**config.mk**
```make
export PLATFORM = sky130hd
export DESIGN_NAME = testdrive_interrupt_gen
export DESIGN_NICKNAME = d
export VERILOG_FILES = /design/src/rtl/testdrive_interrupt_gen.sv
export SDC_FILE = /design/constraint.sdc
export NUM_CORES = 1
export LEC_CHECK = 0
export BUFFER_PORTS_ARGS = -buffer_cell sky130_fd_sc_hd__clkbuf_2
export CAP_MARGIN = 25
export CORE_UTILIZATION = 55
export CTS_CLUSTER_SIZE = 14
export DETAILED_ROUTE_END_ITERATION = 6
export HOLD_SLACK_MARGIN = 0.1
export PLACE_DENSITY = 0.83
export SYNTH_ARGS = -nofsm -noshare
export SYNTH_HDL_FRONTEND = slang
export SYNTH_SLANG_ARGS = --single-unit
```
**constraint.sdc**
```tcl
create_clock -name CLK -period 3.46 [get_ports CLK]
set_input_delay 0.692 -clock CLK [delete_from_list [all_inputs] [get_ports CLK]]
set_output_delay 0.692 -clock CLK [all_outputs]
set_load 0.1 [all_outputs]
```
**src/rtl/testdrive_interrupt_gen.sv**
```systemverilog
// Interrupt source: captures rising edges on event lines into sticky pending bits,
// masks them, and drives a single INTR line as either a level or a paced pulse train.
module testdrive_interrupt_gen #(
    parameter int                   C_SOURCES     = 8,
    parameter int                   C_EDGE_DETECT = 1,
    parameter int                   C_ACTIVE      = 1,
    parameter int                   C_PULSE_WIDTH = 4,
    parameter int                   C_HOLDOFF     = 8,
    parameter logic [C_SOURCES-1:0] C_MASK_INIT   = '1
) (
    input  logic                 CLK,
    input  logic                 RST,
    input  logic                 EN,
    input  logic [C_SOURCES-1:0] SRC,
    input  logic                 MASK_WE,
    input  logic [C_SOURCES-1:0] MASK_WDATA,
    input  logic                 CLR_WE,
    input  logic [C_SOURCES-1:0] CLR_WDATA,
    output logic [C_SOURCES-1:0] PENDING,
    output logic [C_SOURCES-1:0] MASK,
    output logic                 INTR
);

    localparam logic INTR_ON  = (C_ACTIVE != 0) ? 1'b1 : 1'b0;
    localparam logic INTR_OFF = ~INTR_ON;

    logic [C_SOURCES-1:0] src_prev_reg;
    logic [C_SOURCES-1:0] pending_reg;
    logic [C_SOURCES-1:0] pending_next;
    logic [C_SOURCES-1:0] mask_reg;
    logic [C_SOURCES-1:0] mask_next;
    logic [C_SOURCES-1:0] act;
    logic                 intr_reg;

    // A new event beats a simultaneous clear of the same bit.
    genvar gi;
    generate
        for (gi = 0; gi < C_SOURCES; gi++) begin : g_src
            assign pending_next[gi] = (SRC[gi] & ~src_prev_reg[gi])
                                    | (pending_reg[gi] & ~(CLR_WE & CLR_WDATA[gi]));
        end
    endgenerate

    assign mask_next = MASK_WE ? MASK_WDATA : mask_reg;
    assign act       = pending_reg & mask_reg;

    always_ff @(posedge CLK or posedge RST) begin
        if (RST) begin
            src_prev_reg <= '0;
            pending_reg  <= '0;
            mask_reg     <= C_MASK_INIT;
        end else begin
            src_prev_reg <= SRC;
            pending_reg  <= pending_next;
            mask_reg     <= mask_next;
        end
    end

    generate
        if (C_EDGE_DETECT != 0) begin : g_edge
            localparam int CNT_MAX = (C_PULSE_WIDTH > C_HOLDOFF) ? C_PULSE_WIDTH : C_HOLDOFF;
            localparam int CW      = $clog2(CNT_MAX + 1);
            localparam logic [CW-1:0] PW_LOAD   = CW'(C_PULSE_WIDTH - 1);
            localparam logic [CW-1:0] HOLD_LOAD = CW'((C_HOLDOFF > 0) ? (C_HOLDOFF - 1) : 0);

            typedef enum logic [1:0] {IDLE, PULSE, GAP} state_t;

            state_t          state_reg;
            state_t          state_next;
            logic [CW-1:0]   cnt_reg;
            logic [CW-1:0]   cnt_next;
            logic            arm_reg;
            logic            arm_next;
            logic [C_SOURCES-1:0] act_d_reg;
            logic            en_d_reg;
            logic            new_any;

            // Re-enabling with work outstanding is treated like a fresh event.
            always_comb begin
                new_any    = EN && ((|(act & ~act_d_reg)) || (!en_d_reg && (|act)));
                state_next = state_reg;
                cnt_next   = cnt_reg;
                arm_next   = arm_reg | new_any;
                if (!EN) begin
                    state_next = IDLE;
                    cnt_next   = '0;
                    arm_next   = 1'b0;
                end else begin
                    case (state_reg)
                        IDLE: begin
                            if (arm_reg) begin
                                state_next = PULSE;
                                cnt_next   = PW_LOAD;
                                arm_next   = new_any;
                            end
                        end
                        PULSE: begin
                            if (cnt_reg == '0) begin
                                if (C_HOLDOFF > 0) begin
                                    state_next = GAP;
                                    cnt_next   = HOLD_LOAD;
                                end else begin
                                    state_next = IDLE;
                                end
                            end else begin
                                cnt_next = cnt_reg - CW'(1);
                            end
                        end
                        GAP: begin
                            // A coalesced burst fires right at the end of the holdoff.
                            if (cnt_reg == '0) begin
                                if (arm_reg) begin
                                    state_next = PULSE;
                                    cnt_next   = PW_LOAD;
                                    arm_next   = new_any;
                                end else begin
                                    state_next = IDLE;
                                end
                            end else begin
                                cnt_next = cnt_reg - CW'(1);
                            end
                        end
                        default: begin
                            state_next = IDLE;
                            cnt_next   = '0;
                        end
                    endcase
                end
            end

            always_ff @(posedge CLK or posedge RST) begin
                if (RST) begin
                    state_reg <= IDLE;
                    cnt_reg   <= '0;
                    arm_reg   <= 1'b0;
                    act_d_reg <= '0;
                    en_d_reg  <= 1'b0;
                    intr_reg  <= INTR_OFF;
                end else begin
                    state_reg <= state_next;
                    cnt_reg   <= cnt_next;
                    arm_reg   <= arm_next;
                    act_d_reg <= act;
                    en_d_reg  <= EN;
                    intr_reg  <= (state_next == PULSE) ? INTR_ON : INTR_OFF;
                end
            end
        end else begin : g_level
            always_ff @(posedge CLK or posedge RST) begin
                if (RST) begin
                    intr_reg <= INTR_OFF;
                end else begin
                    intr_reg <= (EN && (|act)) ? INTR_ON : INTR_OFF;
                end
            end
        end
    endgenerate

    assign PENDING = pending_reg;
    assign MASK    = mask_reg;
    assign INTR    = intr_reg;

endmodule

```
==> key figures, run 1 <==
Run status
  – Outcome: finished, final reports clean

Layout
  – Multi-input gate area: 534.3 sq um
  – Nets: 231
  – Share of layout cells above drive strength 1: 0.3515
  – Synth-to-Final Area Change: 18.14%
  – Most frequent cells in the layout: clkbuf_2 (45), dfrtp_1 (33), nand2_1 (29)
  – Register area: 1036 sq um
  – # diodes: 0
  – Commonest non-fill, non-tap cell in the layout: clkbuf_2
  – # fillers: 219

Place
  – IO Port Bufs: 45
  – Setup WS pre-CTS: 1.575 ns
  – GPL Wtd Cong: 0.7756
  – Hpwl dp: 2.369 mm

Timing
  – Period minus WS final: 2.057 ns
  – Slew HR: 0.6390
  – Final WS setup: 1.403 ns
  – TNS Setup: 0 ns
  – Fin. Hold Viols: 0
  – Top achievable clock speed: 0.4861 GHz
  – Clk_skew: 0.003602 ns
  – RSZ-0062 raised after global routing: no
  – Final setup viols: 0
  – Worst slew pin tran: 0.5438 ns
  – Tcrit/Tclk final: 0.5945
  – Slew Limit Fails: 0

Worst setup path
  – Setup CP Type: register to primary output
  – CP cell instances: clkbuf_2
  – Reg-to-Reg Start: g_edge.cnt_reg[0]
  – CP max stage cell: dfstp_2
  – Critical-path maximum fanout: 3
  – Worst EP required: 2.77 ns
  – Reg2Reg Setup Slack: 1.54 ns
  – Worst path max stage delay: 0.57 ns
  – CP bufs+invs: 1
  – Cell family with most CP delay: flip-flops
  – R2r worst-path depth: 6
  – Type of origin of the critical path: register
  – R2R Path End: g_edge.cnt_reg[0]
  – Crit path DAT: 1.37 ns
  – Element type at the critical path end: primary output

Logic synthesis
  – Synthesis Warnings: 0
  – Netlist Area Pre-Place: 1669 sq um
  – Ys flop type: dfrtp_1
  – Syn nets: 183
  – Top-area cell type share of the netlist area: 0.4948
  – Post-Syn Area per Cell: 10.91 sq um
  – Sequential fraction of the synthesis area: 0.6207
  – Async set-reset flop share out of synthesis: 1.000
  – Synth area leaders: dfrtp_1 (49%), dfstp_2 (13%), nand2_1 (6.5%)
  – Gate Count Post-Synth: 153
  – Flops & latches, synth: 41
  – Netlist cell types: 36
  – Post-synth EDFFs: 0
  – Cell taking the most area after synthesis: dfrtp_1

Die
  – Chip width: 57.09 um
  – Core area: 2805 sq um
  – Initial Utilization: 0.5950
  – I/O pins: 46
  – Core Rows: 19
  – Die area: 3259 sq um
  – Vert. Die Dim: 57.09 um

Detailed routing
  – DRC: 0
  – DR WL met3: 181 um
  – Via count: 1264
  – Met2 WL post-DR: 1.657 mm
  – DR pass1 iterations: 4
  – Final wirelength: 3.186 mm
  – Top Layer Used: met4
  – Wl on met1: 1.286 mm
  – Per-cell routed wire length: 13.67 um
  – Iter 0 DRT Violations: 61
  – Via density: 5.425
  – Final ANT Viol Nets: 0

Clocking
  – Max Root-Sink Buffers: 2
  – H-tree lvl count: 2
  – Setup Fix Bufs, Post-CTS: 0
  – Post-cts sizing count: 0
  – Sink Count: 41
  – CTS buffer count: 5
  – Clock-pin transition on the worst setup and hold timing paths: 0.11 ns
  – Clk_lat worst skew: 0.34 ns
  – CTS tree: built
  – Root buffer cell: clkbuf_4
  – Hold buffer count at CTS: 0

Power and ir drop
  – Sw power: 453.2 uW
  – Gate power share: 0.308
  – Clk pwr share: 0.192
  – Pwr Density: 586.2 nW/um^2
  – Maximum VDD drop: 0.4282 mV
  – Flop pwr share: 0.500
  – Design internal power: 702.7 uW
  – Sw Ratio: 0.3921
  – Pleak: 0.001030 uW

Global routing
  – Number of global-route vias before repair: 1265
  – Global-route wire length before repair: 5.561 mm
  – Grt total ovfl: 0
  – Total track usage: 0.2368
  – Initial antenna violation count: 0
  – Largest net degree at the start of global routing: 42

Flow run
  – Max Cap Viol: 0

Min path
  – Worst Hold Class: primary input to asynchronous set/reset pin
## synthesized netlist by cell type, types with 2 or more instances
cell	number
dfrtp_1	33
nand2_1	29
inv_1	21
o21ai_0	9
dfstp_2	8
mux2_2	8
a21oi_1	5
o22ai_1	5
clkbuf_1	4
nor2_1	3
and2_1	2
and4b_1	2
## kinds of logic after synthesis
| kind of cell | after synthesis | share of synthesized area |
|---|---|---|
| AO/OA/AOI/OAI | 30 | 0.1192 |
| adder cells (fa/ha/maj) | 1 | 0.007495 |
| buffers and inverters | 26 | 0.05922 |
| flip-flops | 41 | 0.6207 |
| multiplexers | 9 | 0.05997 |
| AND/OR/NAND/NOR | 46 | 0.1334 |
## layout make-up
type                    count  share of cell area
repair buffers             46              0.1180
multi-input cells          86              0.2709
flip-flops and latches     41              0.5254
inverters                  21             0.03997
clock inverters             2            0.005076
well taps                  31             0.01967
clock buffers               6             0.02094
## how the worst max path moves through the flow
| stage | startpoint | to | slack (ns) | cells past startpoint |
|---|---|---|---|---|
| after detailed placement | g_edge.cnt_reg[0] | g_edge.cnt_reg[0] | 1.57 | 6 |
| after global routing | MASK[7] | MASK[7] | 1.35 | 1 |
| after global placement | g_edge.cnt_reg[0] | g_edge.cnt_reg[0] | 1.71 | 6 |
| after CTS | MASK[7] | MASK[7] | 1.39 | 1 |
| after floorplan | PENDING[7] | g_edge.arm_reg | 1.49 | 4 |
| final | MASK[7] | MASK[7] | 1.40 | 1 |
## power by group through the flow
stage	sequential (uW)	combinational (uW)	clock, uW
after global routing	586	383	247
after detailed placement	586	356	0
after floorplan	736	133	0
after CTS	577	356	230
after global placement	581	345	0
final	578	356	222
## per-layer routing
metal,track usage,vias up
li1,-,610
met1,0.2777,607
met2,0.3899,41
met3,0.07483,6
met4,0.1289,0
met5,0,-
## worst reg2reg max path, cell delays in order (launching register included)
cell	delay [ns]
dfrtp_1	0.44
inv_1	0.12
ha_1	0.24
or3b_1	0.46
or3_1	0.37
o21ai_2	0.08
a211oi_2	0.08
## through the flow
stage          cell area [sq um]  hold WS (ns)  power (uW)    util  cells
2_1_floorplan               1669        0.3996       869.9       -    153
4_1_cts                     1972        0.4213        1163  0.7029    233
5_1_grt                     1972        0.4341        1217  0.7029    233
3_3_place_gp                1921        0.4046       926.0  0.6847    225
3_5_place_dp                1921        0.4183       942.1  0.6847    225
6_report                    1972        0.4225        1156  0.7029    233
(Power assumes the default switching activity.)
==> inputs of run 2 (changes only) <==
CORE_UTILIZATION = 51   (was 55)
PLACE_DENSITY = 0.78   (was 0.83)
clock period = 2.1 ns   (was 3.46 ns; I/O delays follow)
==> key figures, run 2 (synthesis results as in run 1) <==
Detailed routing
  – Via count: 1269
  – Final wirelength: 3.238 mm
  – Final ANT Viol Nets: 0
  – Iter 0 DRT Violations: 49
  – DR pass1 iterations: 4
  – Per-cell routed wire length: 13.16 um
  – DRC: 0
  – Via density: 5.159

Worst setup path
  – Crit path from: g_edge.cnt_reg[0]
  – Worst EP required: 2.33 ns
  – Crit path DAT: 2.12 ns
  – Setup CP Type: register to register
  – Type of origin of the critical path: register
  – Critical-path maximum fanout: 6
  – Element type at the critical path end: register
  – Reg-to-Reg Start: g_edge.cnt_reg[0]

Clocking
  – Setup Fix Bufs, Post-CTS: 0
  – Clk_lat worst skew: 0.35 ns
  – Max Root-Sink Buffers: 2
  – Sink Count: 41
  – Hold buffer count at CTS: 0
  – CTS buffer count: 5
  – Post-cts sizing count: 0
  – CTS tree: built
  – H-tree lvl count: 2
  – Root buffer cell: clkbuf_4
  – Clock-pin transition on the worst setup and hold timing paths: 0.12 ns

Timing
  – Period minus WS final: 1.889 ns
  – Top achievable clock speed: 0.5294 GHz
  – Fin. Hold Viols: 0
  – RSZ-0062 raised after global routing: no
  – Hold_ws: 0.1471 ns
  – TNS Setup: 0 ns
  – Tcrit/Tclk final: 0.8995
  – Worst slew pin tran: 0.5426 ns
  – Final setup viols: 0
  – Clk_skew: 0.007926 ns
  – Slew Limit Fails: 0
  – Slew HR: 0.6398

Die
  – Core area: 3078 sq um
  – Die area: 3505 sq um
  – Vert. Die Dim: 59.21 um
  – I/O pins: 46
  – Initial Utilization: 0.5423
  – Chip width: 59.21 um
  – Core Rows: 20

Global routing
  – Total track usage: 0.2155
  – Largest net degree at the start of global routing: 42
  – Grt total ovfl: 0
  – Number of global-route vias before repair: 1273
  – Initial antenna violation count: 0
  – Global-route wire length before repair: 5.368 mm

Flow run
  – Max Cap Viol: 0

Power and ir drop
  – Sw Ratio: 0.3977
  – Gate power share: 0.307
  – Flop pwr share: 0.496
  – Maximum VDD drop: 0.6262 mV
  – Clk pwr share: 0.198
  – Design internal power: 1157 uW
  – Pleak: 0.001029 uW
  – Sw power: 763.7 uW
  – Pwr Density: 964.0 nW/um^2

Place
  – IO Port Bufs: 45
  – Hpwl dp: 2.469 mm
  – GPL Wtd Cong: 0.7626

Layout
  – Most frequent cells in the layout: clkbuf_2 (45), dfrtp_1 (33), nand2_1 (29)
  – Commonest non-fill, non-tap cell in the layout: clkbuf_2
  – # diodes: 0
  – Share of layout cells above drive strength 1: 0.3564
  – # fillers: 278
  – Nets: 231
  – Synth-to-Final Area Change: 19.34%

Min path
  – Worst Hold Class: primary input to asynchronous set/reset pin

Run status
  – Outcome: finished, final reports clean
run 2: cell types whose count changed in the layout (fill, tap and decap cells not counted):
cell,delta
clkinvlp_4,+1
clkbuf_1,-1
run 2: final cells by class:
cell class	count	area (sq um)	share of cell area
sequential	41	1036	0.5201
clock inverter	3	17.52	0.008794
tap	44	55.05	0.02764
clock buffer	5	37.54	0.01884
timing repair buffer	46	232.7	0.1168
multi-input combinational	86	534.3	0.2682
inverter	21	78.83	0.03957
run 2: per-layer routing:
metal,vias up,share of wire,GRT usage
met5,-,0,0
met3,7,0.057,0.06769
met1,605,0.39,0.2255
met4,0,0.018,0.08503
met2,46,0.53,0.3965
li1,611,-,-
run 2: power by group through the flow:
| stage | Sequential (uW) | Combinational (uW) | Clock, uW |
|---|---|---|---|
| 6_report | 952 | 589 | 380 |
| 5_1_grt | 963 | 624 | 425 |
| 4_1_cts | 951 | 592 | 395 |
| 3_5_place_dp | 966 | 590 | 0 |
| 3_3_place_gp | 958 | 569 | 0 |
| 2_1_floorplan | 1210 | 220 | 0 |
run 2: per-stage QoR:
stage / total power, uW / instance area (sq um) / setup WS, ns / instances / utilization
6_report: 1920 / 1992 / 0.2111 / 246 / 0.6472
5_1_grt: 2013 / 1992 / 0.1319 / 246 / 0.6472
4_1_cts: 1938 / 1992 / 0.2164 / 246 / 0.6472
3_5_place_dp: 1557 / 1937 / 0.2368 / 238 / 0.6293
3_3_place_gp: 1526 / 1937 / 0.3565 / 238 / 0.6293
2_1_floorplan: 1433 / 1669 / 0.1299 / 153 / -
run 2: final timing paths:
path                                           to  cells after the start  slack (ns)
worst max-delay path            g_edge.cnt_reg[0]                      6        0.21
worst min-delay path            g_edge.cnt_reg[1]                      3        0.15
worst max register to register  g_edge.cnt_reg[0]                      6        0.21
worst min register to register         PENDING[3]                      1        0.43
max in group asynchronous                 MASK[3]                      3        1.59
min in group CLK                  src_prev_reg[0]                      1        0.17
run 2: critical path: stages (launching register included):
cell      delay (ns)
dfrtp_1         0.44
inv_1           0.11
ha_1            0.23
or3b_1          0.46
or3_1           0.36
o21ai_2         0.08
a211oi_2        0.08
